### src/rtl/echo_pulse_meter.sv
// echo_pulse_meter: ultrasonic ranging controller.
// Sends a trigger pulse, waits for the echo line to rise, then measures how
// long it stays high in microseconds and centimetres.
// Optional build macro ECHO_SYNC_EN: when defined, echo passes through a
// 2-flop synchronizer before edge detection. That adds 2 cycles of detection
// latency, but the measured values stay the same. When undefined, echo must
// be driven synchronously to clk.
module echo_pulse_meter #(
  parameter int CLK_PER_US = 125,
  parameter int TRIG_US    = 10,
  parameter int TIMEOUT_US = 30000,
  parameter int US_PER_CM  = 58
) (
  input  logic        clk,
  input  logic        reset_p,
  input  logic        start,
  input  logic        echo,
  output logic        trig,
  output logic        busy,
  output logic        done,
  output logic        timeout,
  output logic [15:0] width_us,
  output logic [9:0]  dist_cm
);

  localparam int TRIG_CYC = TRIG_US * CLK_PER_US;
  localparam int PW = (CLK_PER_US > 1) ? $clog2(CLK_PER_US) : 1;
  localparam int TW = (TRIG_CYC > 1) ? $clog2(TRIG_CYC) : 1;
  localparam int CW = (US_PER_CM > 1) ? $clog2(US_PER_CM) : 1;

  localparam logic [PW-1:0] PRESC_MAX   = PW'(CLK_PER_US - 1);
  localparam logic [TW-1:0] TRIG_MAX    = TW'(TRIG_CYC - 1);
  localparam logic [CW-1:0] CM_SUB_MAX  = CW'(US_PER_CM - 1);
  localparam logic [15:0]   TIMEOUT_LIM = 16'(TIMEOUT_US);
  localparam logic [9:0]    CM_SAT      = 10'd1023;

  typedef enum logic [1:0] {
    IDLE,
    TRIG,
    WAIT_RISE,
    MEASURE
  } state_t;

  state_t state, state_d;

  logic [PW-1:0] presc;
  logic [TW-1:0] trig_cnt;
  logic [15:0]   us_cnt;
  logic [CW-1:0] cm_sub;
  logic [9:0]    cm_cnt;

  logic          echo_s;
  logic          echo_q;
  logic          echo_rise;
  logic          echo_fall;

  logic          us_tick;
  logic [15:0]   us_next;
  logic          sub_wrap;
  logic [9:0]    cm_next;
  logic          timeout_hit;
  logic          entering;
  logic          done_d;
  logic          timeout_d;
  logic          latch_d;

`ifdef ECHO_SYNC_EN
  logic sync1, sync2;

  // Two-flop synchronizer bringing the asynchronous echo line into clk.
  always_ff @(posedge clk or posedge reset_p) begin
    if (reset_p) begin
      sync1 <= 1'b0;
      sync2 <= 1'b0;
    end else begin
      sync1 <= echo;
      sync2 <= sync1;
    end
  end

  assign echo_s = sync2;
`else
  assign echo_s = echo;
`endif

  // Edge-detect register. It runs in every state, so an echo that is already
  // high when WAIT_RISE is entered does not look like a rising edge.
  always_ff @(posedge clk or posedge reset_p) begin
    if (reset_p) echo_q <= 1'b0;
    else         echo_q <= echo_s;
  end

  assign echo_rise = echo_s & ~echo_q;
  assign echo_fall = ~echo_s & echo_q;

  // Values include the tick pending this cycle, so a latch on the terminating
  // edge sees the final microsecond.
  assign us_tick     = (presc == PRESC_MAX);
  assign us_next     = us_cnt + {15'd0, us_tick};
  assign sub_wrap    = us_tick && (cm_sub == CM_SUB_MAX);
  assign cm_next     = (sub_wrap && (cm_cnt != CM_SAT)) ? cm_cnt + 10'd1 : cm_cnt;
  assign timeout_hit = (us_next == TIMEOUT_LIM);
  assign busy        = (state != IDLE);
  assign entering    = (state_d != state);

  // Next-state and terminal-event decode. An echo fall wins over a timeout
  // that lands on the same edge.
  always_comb begin
    // NOTE: every output of this block gets a default first, so no path
    // leaves a value unassigned and no latch is inferred.
    state_d   = state;
    done_d    = 1'b0;
    timeout_d = 1'b0;
    latch_d   = 1'b0;
    case (state)
      IDLE: begin
        // A start is rejected while a done/timeout pulse is still on the outputs.
        if (start && !done && !timeout) state_d = TRIG;
      end
      TRIG: begin
        if (trig_cnt == TRIG_MAX) state_d = WAIT_RISE;
      end
      WAIT_RISE: begin
        if (echo_rise) begin
          state_d = MEASURE;
        end else if (timeout_hit) begin
          state_d   = IDLE;
          timeout_d = 1'b1;
        end
      end
      MEASURE: begin
        if (echo_fall) begin
          state_d = IDLE;
          done_d  = 1'b1;
          latch_d = 1'b1;
        end else if (timeout_hit) begin
          state_d   = IDLE;
          timeout_d = 1'b1;
        end
      end
      default: state_d = IDLE;
    endcase
  end

  // State register and registered outputs.
  always_ff @(posedge clk or posedge reset_p) begin
    // NOTE: sequential state uses non-blocking assignments, so every flop
    // samples values from before the edge, whatever the statement order.
    if (reset_p) begin
      state    <= IDLE;
      trig     <= 1'b0;
      done     <= 1'b0;
      timeout  <= 1'b0;
      width_us <= 16'd0;
      dist_cm  <= 10'd0;
    end else begin
      state   <= state_d;
      trig    <= (state_d == TRIG);
      done    <= done_d;
      timeout <= timeout_d;
      if (latch_d) begin
        width_us <= us_next;
        dist_cm  <= cm_next;
      end
    end
  end

  // Microsecond prescaler, restarted on every state entry.
  always_ff @(posedge clk or posedge reset_p) begin
    if (reset_p)                  presc <= '0;
    else if (entering || us_tick) presc <= '0;
    else                          presc <= presc + PW'(1);
  end

  // Trigger width counter, active only while in TRIG.
  always_ff @(posedge clk or posedge reset_p) begin
    if (reset_p)                         trig_cnt <= '0;
    else if (entering || state != TRIG)  trig_cnt <= '0;
    else                                 trig_cnt <= trig_cnt + TW'(1);
  end

  // Microsecond counter for the rise wait and the echo width. It never passes
  // TIMEOUT_US, because the FSM leaves when it gets there.
  always_ff @(posedge clk or posedge reset_p) begin
    if (reset_p)
      us_cnt <= 16'd0;
    else if (entering)
      us_cnt <= 16'd0;
    else if (us_tick && (state == WAIT_RISE || state == MEASURE))
      us_cnt <= us_next;
  end

  // Centimetre sub-counter and saturating centimetre counter.
  always_ff @(posedge clk or posedge reset_p) begin
    if (reset_p) begin
      cm_sub <= '0;
      cm_cnt <= 10'd0;
    end else if (entering) begin
      cm_sub <= '0;
      cm_cnt <= 10'd0;
    end else if (state == MEASURE && us_tick) begin
      cm_sub <= sub_wrap ? '0 : cm_sub + CW'(1);
      cm_cnt <= cm_next;
    end
  end

endmodule

### config.mk
export PLATFORM = sky130hd
export DESIGN_NAME = echo_pulse_meter
export DESIGN_NICKNAME = d
export VERILOG_FILES = /design/src/rtl/echo_pulse_meter.sv
export SDC_FILE = /design/constraint.sdc
export NUM_CORES = 1
export LEC_CHECK = 0
export ABC_AREA = 0
export CORE_MARGIN = 1
export CORE_UTILIZATION = 67
export DETAILED_ROUTE_END_ITERATION = 8
export DONT_BUFFER_PORTS = 1
export GPL_TIMING_DRIVEN = 0
export PLACE_DENSITY_LB_ADDON = 0.1
export SETUP_SLACK_MARGIN = 0.02
export SLEW_MARGIN = 15
export SYNTH_ARGS = -nofsm -noshare
export SYNTH_HDL_FRONTEND = slang
export SYNTH_SLANG_ARGS = --single-unit
### constraint.sdc
create_clock -name clk -period 9.09 [get_ports clk]
set_input_delay 1.3635 -clock clk [delete_from_list [all_inputs] [get_ports clk]]
set_output_delay 1.3635 -clock clk [all_outputs]
set_load 0.005 [all_outputs]
==> out/results.ini <==
[worst_setup_path]
ff2ff_setup_slack_ns = 4.81
cpMaxStageDelayCell = or4_4
cp-end-kind = flip-flop
r2r_end = us_cnt[15]$_DFFE_PP0P_
crit_type = flip-flop to flip-flop
r2r_cells = 14
worstPathArrival_ns = 4.56
path_max_fanout = 10
path_cells = and4_1 -> nand3_1 -> inv_1 -> ha_1 -> ha_1 -> nand3_1 -> or4_4 -> a32oi_1 -> nand4b_1 -> nor2_2 -> o221ai_2 -> buf_6 -> or3_1 -> a21oi_1
critPathLaunchType = flip-flop
worstPathRequired_ns = 9.37
slowest_delay_ns = 0.53
reg2reg_from = presc[2]$_DFF_PP0_

[cells_and_area]
area_growth_pct = 7.21
layout_commonest_cell = dfrtp_1
fillers = 441
drive_gt1_share_pct = 8.62
final_nets = 496
design_area_um2 = 4650
seq_area_um2 = 2050
multi_input_area_um2 = 2130
instances_no_fill = 562
diodes = 0
fin_util_pct = 76.3
final_cell_mix = dfrtp_1, nand2_1, nor2_1

[logic_synthesis]
postSynthAreaPerCell_um2 = 9.23
synth_edf_count = 0
syn_nets = 484
synth_seq_area_share_pct = 47.3
syn_inst = 470
synth_seq_cells = 82
yosys_warnings = 0
synth.largest_area_cell = dfrtp_1
yosys_most_used_dff = dfrtp_1
syn_area_um2 = 4340
async_reset_ff_share_pct = 100
ys_types = 53
yosys.area.top_type_share_pct = 47.3
synth_area_leaders = dfrtp_1, nand2_1, nor2_1, xor2_1, o21ai_0

[global_routing]
grt_pass1_vias = 3254
grt_overflow_total = 0
grt_start_max_net_pins = 60
grt_pass1_wl_um = 15200
grt_use_total_pct = 30.7
antenna_found_initial = 0

[clock_tree]
hold_buffers = 0
ctsResizeCount = 0
cts_tree = done
clock_latency_ns = 0.36
cts_buffer_depth = 2
clkTransAtPathRegs_ns = 0.09
cts.sinks = 82
cts_made_buffers = 9
cts-root-buf = clkbuf_8
htree_levels = 3
cts_setup_buffers = 0

[floorplanning]
rows = 28
die_h_um = 82.5
io_pins = 34
die_area_um2 = 6800
die_x_um = 82.5
initial_utilization_pct = 71.2
coreArea_um2 = 6100

[hold_path]
hp-class = flip-flop to flip-flop
hp-start = presc[0]$_DFF_PP0_
min_delay_worst_endpoint = presc[0]$_DFF_PP0_
min_path_cells = 1

[detailed_routing]
wirelength_um = 9160
drt_pass1_iterations = 6
via_count = 3489
final_antenna_net_count = 0
drc_errors = 0
avgViaCountPerCell = 6.21
wl_per_cell_um = 16.3
drt_iter0_drc = 415

[placement]
place_hpwl_um = 6600
numPortBuffers = 0
place.gp.congestion = 0.950
placement.cell_area_um2 = 4460
dp.cells = 546
pre_cts_slack_ns = 4.92

[sta]
worst_pin_slew_ns = 0.780
setup_tns_ns = 0
min_period_over_period_pct = 47.1
setup_viol = 0
fmax_mhz = 234
rsz0062_at_grt = no
finalHoldWorstSlack_ns = 0.499
relSlewSlack_pct = 47.5
hold_viol_final = 0
report.final.slew_viol_count = 0
post-route-min-period_ns = 4.28
setup_ws_ns = 4.81
finClkSkew_ns = 0.0166

[power]
power.density_nw_per_um2 = 171
ir_worst_vdd_uv = 169
finalPower_mw = 0.794
leakagePower_nw = 2.09

[run]
drv_cap = 0

[run_status]
status = finished clean

==> cell usage after synthesis, types with 3 or more instances <==
cell type	number
nor2_1	61
nor4_1	3
clkbuf_1	10
a21oi_1	12
mux2_2	3
ha_1	10
a32o_1	4
xnor2_1	20
nand3_1	23
or4_1	3
nand2_1	65
inv_1	13
nor3_1	11
mux2i_1	4
dfrtp_1	82
and3_1	9
o21ai_0	39
and2_1	5
buf_6	4
nand4_1	7
or3_1	8
o31ai_1	3
xor2_1	26
and4_1	4
nor4b_1	3
buf_2	5
==> report_power, final <==
part | total, mW | switching [mW] | internal, mW
combinational | 0.119 | 0.0732 | 0.0457
sequential | 0.427 | 0.0314 | 0.396
clock | 0.248 | 0.132 | 0.116
total | 0.794 | 0.236 | 0.557
==> worst max-delay path by stage <==
stage | depth (start not counted) | from | end
after global routing | 14 | presc[3]$_DFF_PP0_ | us_cnt[15]$_DFFE_PP0P_
after global placement | 1 | reset_p | us_cnt[11]$_DFFE_PP0P_
after detailed placement | 14 | presc[2]$_DFF_PP0_ | us_cnt[15]$_DFFE_PP0P_
after floorplan | 1 | reset_p | cm_cnt[0]$_DFFE_PP0P_
after CTS | 14 | presc[2]$_DFF_PP0_ | us_cnt[15]$_DFFE_PP0P_
final | 14 | presc[2]$_DFF_PP0_ | us_cnt[15]$_DFFE_PP0P_
==> cells by family after synthesis <==
logic type / Yosys count / synth area share [%]
buffers and inverters: 33 / 3.72
adders and majority gates: 10 / 2.88
DFF: 82 / 47.3
xor gates and xnor gates: 46 / 9.28
and+or+nand+nor: 217 / 24.4
AOI/OAI and AO/OA: 75 / 10.8
muxes: 7 / 1.70
==> metal layers <==
metal	vias up	track usage, %	part of all wire [%]
met5	-	0	0
met4	0	11.8	1.7
met3	19	6.92	7.1
met2	144	47.5	46
met1	1665	42.0	45
li1	1661	-	-
==> critical path, delay by kind of cell, from the launching register on <==
kind | cells | cell delay [ns]
AND/OR/NAND/NOR | 7 | 2.09
AO/OA/AOI/OAI | 3 | 0.57
flip-flops | 1 | 0.41
buffers and inverters | 2 | 0.50
adder cells (fa/ha/maj) | 2 | 0.63
==> registers in the layout, indices dropped and copies added (netlist names) <==
register  flops
cm_cnt       10
cm_sub        6
dist_cm      10
done          1
echo_q        1
presc         7
state         2
timeout       1
trig          1
trig_cnt     11
us_cnt       16
width_us     16
==> final cells by class <==
cell class                      count  area share [%]
Clock inverter                      4           0.726
Sequential cell                    82            44.1
Timing Repair Buffer                1           0.592
Inverter                           13            1.10
Clock buffer                       12            3.33
Buffer                             20            2.42
Tap cell                           75            2.02
Multi-Input combinational cell    355            45.7
Power figures use the tool's default switching activity.
